<file path="src/rtl/iob_vga_pkg.sv">
// Default 640x480@60 timing constants and shared types for the VGA path.
// Latency: n/a (declarations only).
// Backpressure: n/a; the VGA pins never stall.
package iob_vga_pkg;

  // Pixel counters are 10 bits wide on the ports, so both totals must stay below 1024.
  localparam int CNT_W = 10;

  localparam int H_ACTIVE_DEF = 640;
  localparam int H_FP_DEF     = 16;
  localparam int H_SYNC_DEF   = 96;
  localparam int H_BP_DEF     = 48;
  localparam int H_TOTAL_DEF  = H_ACTIVE_DEF + H_FP_DEF + H_SYNC_DEF + H_BP_DEF;

  localparam int V_ACTIVE_DEF = 480;
  localparam int V_FP_DEF     = 10;
  localparam int V_SYNC_DEF   = 2;
  localparam int V_BP_DEF     = 33;
  localparam int V_TOTAL_DEF  = V_ACTIVE_DEF + V_FP_DEF + V_SYNC_DEF + V_BP_DEF;

  // The sync pulse covers [start, end] inclusive.
  localparam int H_SYNC_START_DEF = H_ACTIVE_DEF + H_FP_DEF;
  localparam int H_SYNC_END_DEF   = H_SYNC_START_DEF + H_SYNC_DEF - 1;
  localparam int V_SYNC_START_DEF = V_ACTIVE_DEF + V_FP_DEF;
  localparam int V_SYNC_END_DEF   = V_SYNC_START_DEF + V_SYNC_DEF - 1;

  // Values driven onto the VGA connector, registered together.
  typedef struct packed {
    logic        hs;
    logic        vs;
    logic [11:0] rgb;
  } vga_pins_t;

  // Idle pin state: both syncs inactive (high) and black.
  localparam vga_pins_t PINS_IDLE = '{hs: 1'b1, vs: 1'b1, rgb: 12'h000};

  // Bits needed to hold values 0..max_val; never less than 1.
  function automatic int cnt_width(input int max_val);
    int w;
    w = 1;
    for (int i = 1; i < 31; i++) begin
      if ((1 << i) <= max_val) w = i + 1;
    end
    return w;
  endfunction

endpackage

</file>
<file path="src/rtl/iob_vga_sync_cnt.sv">
// Wrap counter 0..MAX used for the horizontal and vertical pixel positions.
// Latency: count updates on the clk after en; wrap is combinational in the same cycle as en.
// Backpressure: none; clr overrides en and returns the count to zero.
module vga_timing_cnt #(
  parameter int MAX = 799,
  parameter int W   = 10
) (
  input  logic         clk,
  input  logic         rst,
  input  logic         en,
  input  logic         clr,
  output logic [W-1:0] cnt,
  output logic         wrap
);

  localparam logic [W-1:0] MAX_V = W'(MAX);

  // Wrap fires on the enabled step that takes the count from MAX back to zero.
  assign wrap = en && (cnt == MAX_V);

  // Count enabled steps, folding MAX back to zero; reset and clear both zero it.
  always_ff @(posedge clk) begin
    if (rst || clr) begin
      cnt <= '0;
    end else if (en) begin
      cnt <= wrap ? '0 : cnt + W'(1);
    end
  end

endmodule

</file>
<file path="src/rtl/iob_vga_sync.sv">
// VGA timing generator: pixel-rate divider, x/y counters, blanked and registered RGB/sync pins.
// Latency: pins show pixel (x,y) for the pixel period after the tick at which the counters equal (x,y).
// Backpressure: none; vga_en low idles the timing and restarts the frame at (0,0) when raised.
module iob_vga_sync
  import iob_vga_pkg::*;
#(
  parameter int CLK_DIV  = 4,
  parameter int H_ACTIVE = H_ACTIVE_DEF,
  parameter int H_FP     = H_FP_DEF,
  parameter int H_SYNC   = H_SYNC_DEF,
  parameter int H_BP     = H_BP_DEF,
  parameter int V_ACTIVE = V_ACTIVE_DEF,
  parameter int V_FP     = V_FP_DEF,
  parameter int V_SYNC   = V_SYNC_DEF,
  parameter int V_BP     = V_BP_DEF
) (
  input  logic        clk,
  input  logic        rst,
  input  logic        vga_en,
  input  logic [11:0] rgb_in,
  output logic [9:0]  pixel_x,
  output logic [9:0]  pixel_y,
  output logic        video_on,
  output logic        pixel_tick,
  output logic        frame_start,
  output logic        vga_hs,
  output logic        vga_vs,
  output logic [11:0] vga_rgb
);

  localparam int H_TOTAL = H_ACTIVE + H_FP + H_SYNC + H_BP;
  localparam int V_TOTAL = V_ACTIVE + V_FP + V_SYNC + V_BP;

  // A divide of 1 still gets a 1-bit divider that simply sits at zero.
  localparam int                DIV_W   = cnt_width(CLK_DIV - 1);
  localparam logic [DIV_W-1:0]  DIV_MAX = DIV_W'(CLK_DIV - 1);

  localparam logic [CNT_W-1:0] H_ACT_V   = CNT_W'(H_ACTIVE);
  localparam logic [CNT_W-1:0] V_ACT_V   = CNT_W'(V_ACTIVE);
  localparam logic [CNT_W-1:0] HS_START  = CNT_W'(H_ACTIVE + H_FP);
  localparam logic [CNT_W-1:0] HS_END    = CNT_W'(H_ACTIVE + H_FP + H_SYNC - 1);
  localparam logic [CNT_W-1:0] VS_START  = CNT_W'(V_ACTIVE + V_FP);
  localparam logic [CNT_W-1:0] VS_END    = CNT_W'(V_ACTIVE + V_FP + V_SYNC - 1);

  logic [DIV_W-1:0] div;
  logic             h_wrap;
  logic             v_wrap;
  logic             hs_raw;
  logic             vs_raw;
  vga_pins_t        pins_q;
  vga_pins_t        pins_d;

  // Clock divider: counts clk cycles within one pixel period; disabled timing holds it at zero
  // so the first tick after enable lands exactly CLK_DIV cycles later.
  always_ff @(posedge clk) begin
    if (rst || !vga_en) begin
      div <= '0;
    end else if (div == DIV_MAX) begin
      div <= '0;
    end else begin
      div <= div + DIV_W'(1);
    end
  end

  assign pixel_tick = vga_en && (div == DIV_MAX);

  vga_timing_cnt #(
    .MAX (H_TOTAL - 1),
    .W   (CNT_W)
  ) u_h_cnt (
    .clk  (clk),
    .rst  (rst),
    .en   (pixel_tick),
    .clr  (!vga_en),
    .cnt  (pixel_x),
    .wrap (h_wrap)
  );

  vga_timing_cnt #(
    .MAX (V_TOTAL - 1),
    .W   (CNT_W)
  ) u_v_cnt (
    .clk  (clk),
    .rst  (rst),
    .en   (h_wrap),
    .clr  (!vga_en),
    .cnt  (pixel_y),
    .wrap (v_wrap)
  );

  // The vertical wrap only fires on the horizontal wrap of the last line: the last pixel of the frame.
  assign frame_start = v_wrap;

  assign video_on = (pixel_x < H_ACT_V) && (pixel_y < V_ACT_V);

  // Raw syncs from the current counters; they are low inside the pulse window.
  assign hs_raw = !((pixel_x >= HS_START) && (pixel_x <= HS_END));
  assign vs_raw = !((pixel_y >= VS_START) && (pixel_y <= VS_END));

  // Next pin state for the pixel currently addressed; blanking forces black outside the active area.
  always_comb begin
    pins_d     = PINS_IDLE;
    pins_d.hs  = hs_raw;
    pins_d.vs  = vs_raw;
    pins_d.rgb = video_on ? rgb_in : 12'h000;
  end

  // Output stage: capture syncs and colour once per pixel so rgb_in only matters at the tick.
  always_ff @(posedge clk) begin
    if (rst || !vga_en) begin
      pins_q <= PINS_IDLE;
    end else if (pixel_tick) begin
      pins_q <= pins_d;
    end
  end

  assign vga_hs  = pins_q.hs;
  assign vga_vs  = pins_q.vs;
  assign vga_rgb = pins_q.rgb;

endmodule

</file>
<file path="config.mk">
export PLATFORM = sky130hd
export DESIGN_NAME = iob_vga_sync
export DESIGN_NICKNAME = d
export VERILOG_FILES = /design/src/rtl/iob_vga_pkg.sv /design/src/rtl/iob_vga_sync_cnt.sv /design/src/rtl/iob_vga_sync.sv
export SDC_FILE = /design/constraint.sdc
export NUM_CORES = 1
export LEC_CHECK = 0
export CORE_MARGIN = 2
export CORE_UTILIZATION = 45
export DETAILED_ROUTE_END_ITERATION = 12
export MAX_ROUTING_LAYER = met4
export PLACE_DENSITY = 0.77
export RECOVER_POWER = 100
export SLEW_MARGIN = 20
export SYNTH_ARGS = -nofsm -noshare
export SYNTH_HDL_FRONTEND = slang
export SYNTH_HIERARCHICAL = 1
export SYNTH_SLANG_ARGS = --single-unit
</file>
<file path="constraint.sdc">
create_clock -name clk -period 2.6 [get_ports clk]
set_input_delay 0.26 -clock clk [delete_from_list [all_inputs] [get_ports clk]]
set_output_delay 0.26 -clock clk [all_outputs]
set_load 0.01 [all_outputs]
</file>
==> results.txt <==
Crit path launch type -> register
Setup crit end kind -> primary output
Share of layout cells above drive strength 1 -> 12.8%
Tmin final -> 2.42 ns
I/O pin count -> 52
Routed Antenna Nets -> 0
Netlist Area Pre-Place -> 1770 um^2
Final HPWL DP -> 2.85 mm
Cells after Synth -> 189
Multiplexer share of the synthesized area -> 0.565%
Main synth FF type -> dfxtp_1
Final cell count without fillers -> 298
Largest net degree at the start of global routing -> 19
H-tree levels -> 2
Seq/Total Area, Yosys -> 40.7%
Post-layout util -> 66.5%
Cell with the most instances after synthesis -> dfxtp_1
Hold_buf cts -> 0
Clock skew -> 0.00618 ns
Final setup violation count -> 0
Post-synthesis compound-gate area fraction -> 15.0%
DIE AREA -> 4450 um^2
Largest area contributor in the netlist -> dfxtp_1
Max Slew Vio Count -> 0
CTS Buf Count -> 5
Nets -> 268
EDFF count, synth -> 0
Final period util -> 93.1%
Routability Congestion -> 0.813
Synth Area per Inst -> 9.37 um^2
DR vias -> 1686
Worst VDD drop -> 261 uV
# fillers -> 320
# clock sinks -> 36
CP Class -> register to primary output
Slew margin rel. -> 40.1%
Max_cap viols -> 0
I/O Buffers -> 51
CP max-delay cell -> clkdlybuf4s50_1
Core ar. -> 3720 um^2
Worst-path cell chain -> ha_1, and2_4, nand4_4, nor4_4, and3_1, nand3_1, inv_1, clkdlybuf4s50_1
DR iter-0 viols -> 136
CP Data Required Time -> 2.34 ns
Placed insts -> 290
XOR/XNOR Fraction of Synth Area -> 5.44%
Root Buffer -> clkbuf_8
Initial antenna violation count -> 0
Slowest stage delay, CP -> 0.53 ns
Gr usage total -> 21.3%
Worst-Skew Late Latency -> 0.28 ns
First-pass GRT wire length -> 7.22 mm
Wire per inst -> 15.3 um
Die height -> 66.7 um
Total grt overflow -> 0
Adder-cell share of the synthesized area -> 2.82%
Vias/cell -> 5.66
FF+latch count, synth -> 36
Pwr Total -> 1.08 mW
Distinct cells, synth -> 45
Synth area leaders -> dfxtp_1, nand4b_1, a21oi_1
Hold Violations, Final -> 0
Placement row count -> 22
Longest Clk Path Bufs -> 2
Top cells by count, synth -> dfxtp_1, a21oi_1, o21ai_0
Asr flop ratio synth -> 0%
Antenna Cells -> 0
FMAX -> 0.413 GHz
RSZ-0062 raised after global routing -> no
Area fraction of the dominant cell type after synthesis -> 40.7%
Area delta synth->final -> 39.5%
Post-Syn Nets -> 208
Die Wd -> 66.7 um
Status -> finished, final reports clean
Vias in the first global route -> 1605
Slew @ Worst Pin -> 0.888 ns
CTS tree -> yes
CTS clock-pin slew for the worst setup and hold paths -> 0.07 ns
Starting Density -> 47.7%
Final WL -> 4.55 mm
Largest family of logic cells by synthesized area -> simple AND/OR/NAND/NOR gates
TritonRoute pass-1 iters -> 4
CP Max Fanout -> 2
Simple-Gate Fraction of Synth Area -> 30.6%
Setup TNS -> 0 ns
Worst hold path type -> register to register
Syn. warnings -> 6
Pwr dens -> 439 nW/um^2
Crit path DAT -> 2.16 ns
Post-CTS Setup Inserts -> 0
Residual DRC -> 0
Leak -> 0.978 nW
## cell type report
type	count	area (um^2)	share of cell area [%]
Tap cell	48	60.1	2.43
Clock inverter	2	35.0	1.42
Timing Repair Buffer	61	571	23.1
Sequential cell	36	722	29.2
Inverter	8	30.0	1.22
Clock buffer	6	72.6	2.94
Multi-Input combinational cell	137	981	39.7
## through the flow
step	worst slack, ns	area, um^2	hold WS [ns]
2_1_floorplan	0.311	1770	0.337
3_3_place_gp	0.119	2360	0.422
3_5_place_dp	0.120	2360	0.423
4_1_cts	0.0128	2480	0.437
5_1_grt	0.0434	2470	0.457
6_report	0.180	2470	0.436
## layout by cell type, fill, tap and decap left out, types with 3 or more instances in the layout
| cell type | instances |
|---|---|
| dfxtp_1 | 35 |
| dlygate4sd3_1 | 35 |
| o21ai_0 | 16 |
| a21oi_1 | 16 |
| clkdlybuf4s50_1 | 16 |
| nor2_1 | 15 |
| nand4b_1 | 12 |
| nand2_1 | 10 |
| inv_1 | 8 |
| nand4_1 | 8 |
| xor2_1 | 8 |
| nor3_1 | 7 |
| clkbuf_8 | 5 |
| clkbuf_1 | 5 |
| buf_4 | 5 |
| or3_1 | 4 |
| nand3_1 | 4 |
| ha_1 | 3 |
| xnor2_1 | 3 |
## registers in the layout (all words and copies together), names as in the netlist
name,count
vga_rgb,12
u_h_cnt/cnt,10
vga_vs,1
u_v_cnt/cnt,10
div,2
vga_hs,1
## critical path: cells and delay by family (launching register included)
kind	cells	cell delay [ns]
buf+inv	2	0.60
flops	1	0.34
simple gates	5	0.76
fa+ha+maj	1	0.19
## timing repair
item                                    4_1_cts  5_1_grt
pin swaps                                     0        1
endpoints found under the setup margin        1        1
gates resized for setup                       2        6
## layer usage
metal  global-route usage, %  wire (um)
met1                    28.4       2140
met2                    33.9       2070
met3                    3.89        280
met4                    4.85         65
met5                       -          0
## cell families (layout without fill, tap and decap cells)
logic type	after synthesis	count (layout)
XOR/XNOR	11	11
AND/OR/NAND/NOR	79	79
adder cells (fa/ha/maj)	4	4
flip-flops	36	36
multiplexers	1	1
buffers and inverters	16	77
AO/OA/AOI/OAI	42	42
## report_power, final
part | switching (mW) | total, mW | internal [mW] | leakage [nW]
sequential | 0.00104 | 0.554 | 0.553 | 0.291
combinational | 0.0229 | 0.0517 | 0.0288 | 0.632
clock | 0.194 | 0.479 | 0.285 | 0.0552
## path summary, 6_finish.rpt
path / slack (ns) / start / to / cells after the start
hold reg to reg: 0.44 / div[0] / div[0] / 1
hold / removal: 0.44 / div[0] / div[0] / 1
setup reg to reg: 0.42 / div[0] / u_h_cnt/cnt[5] / 6
setup / recovery: 0.18 / div[0] / frame_start / 8
No activity file was read; power rests on OpenSTA's default activity.
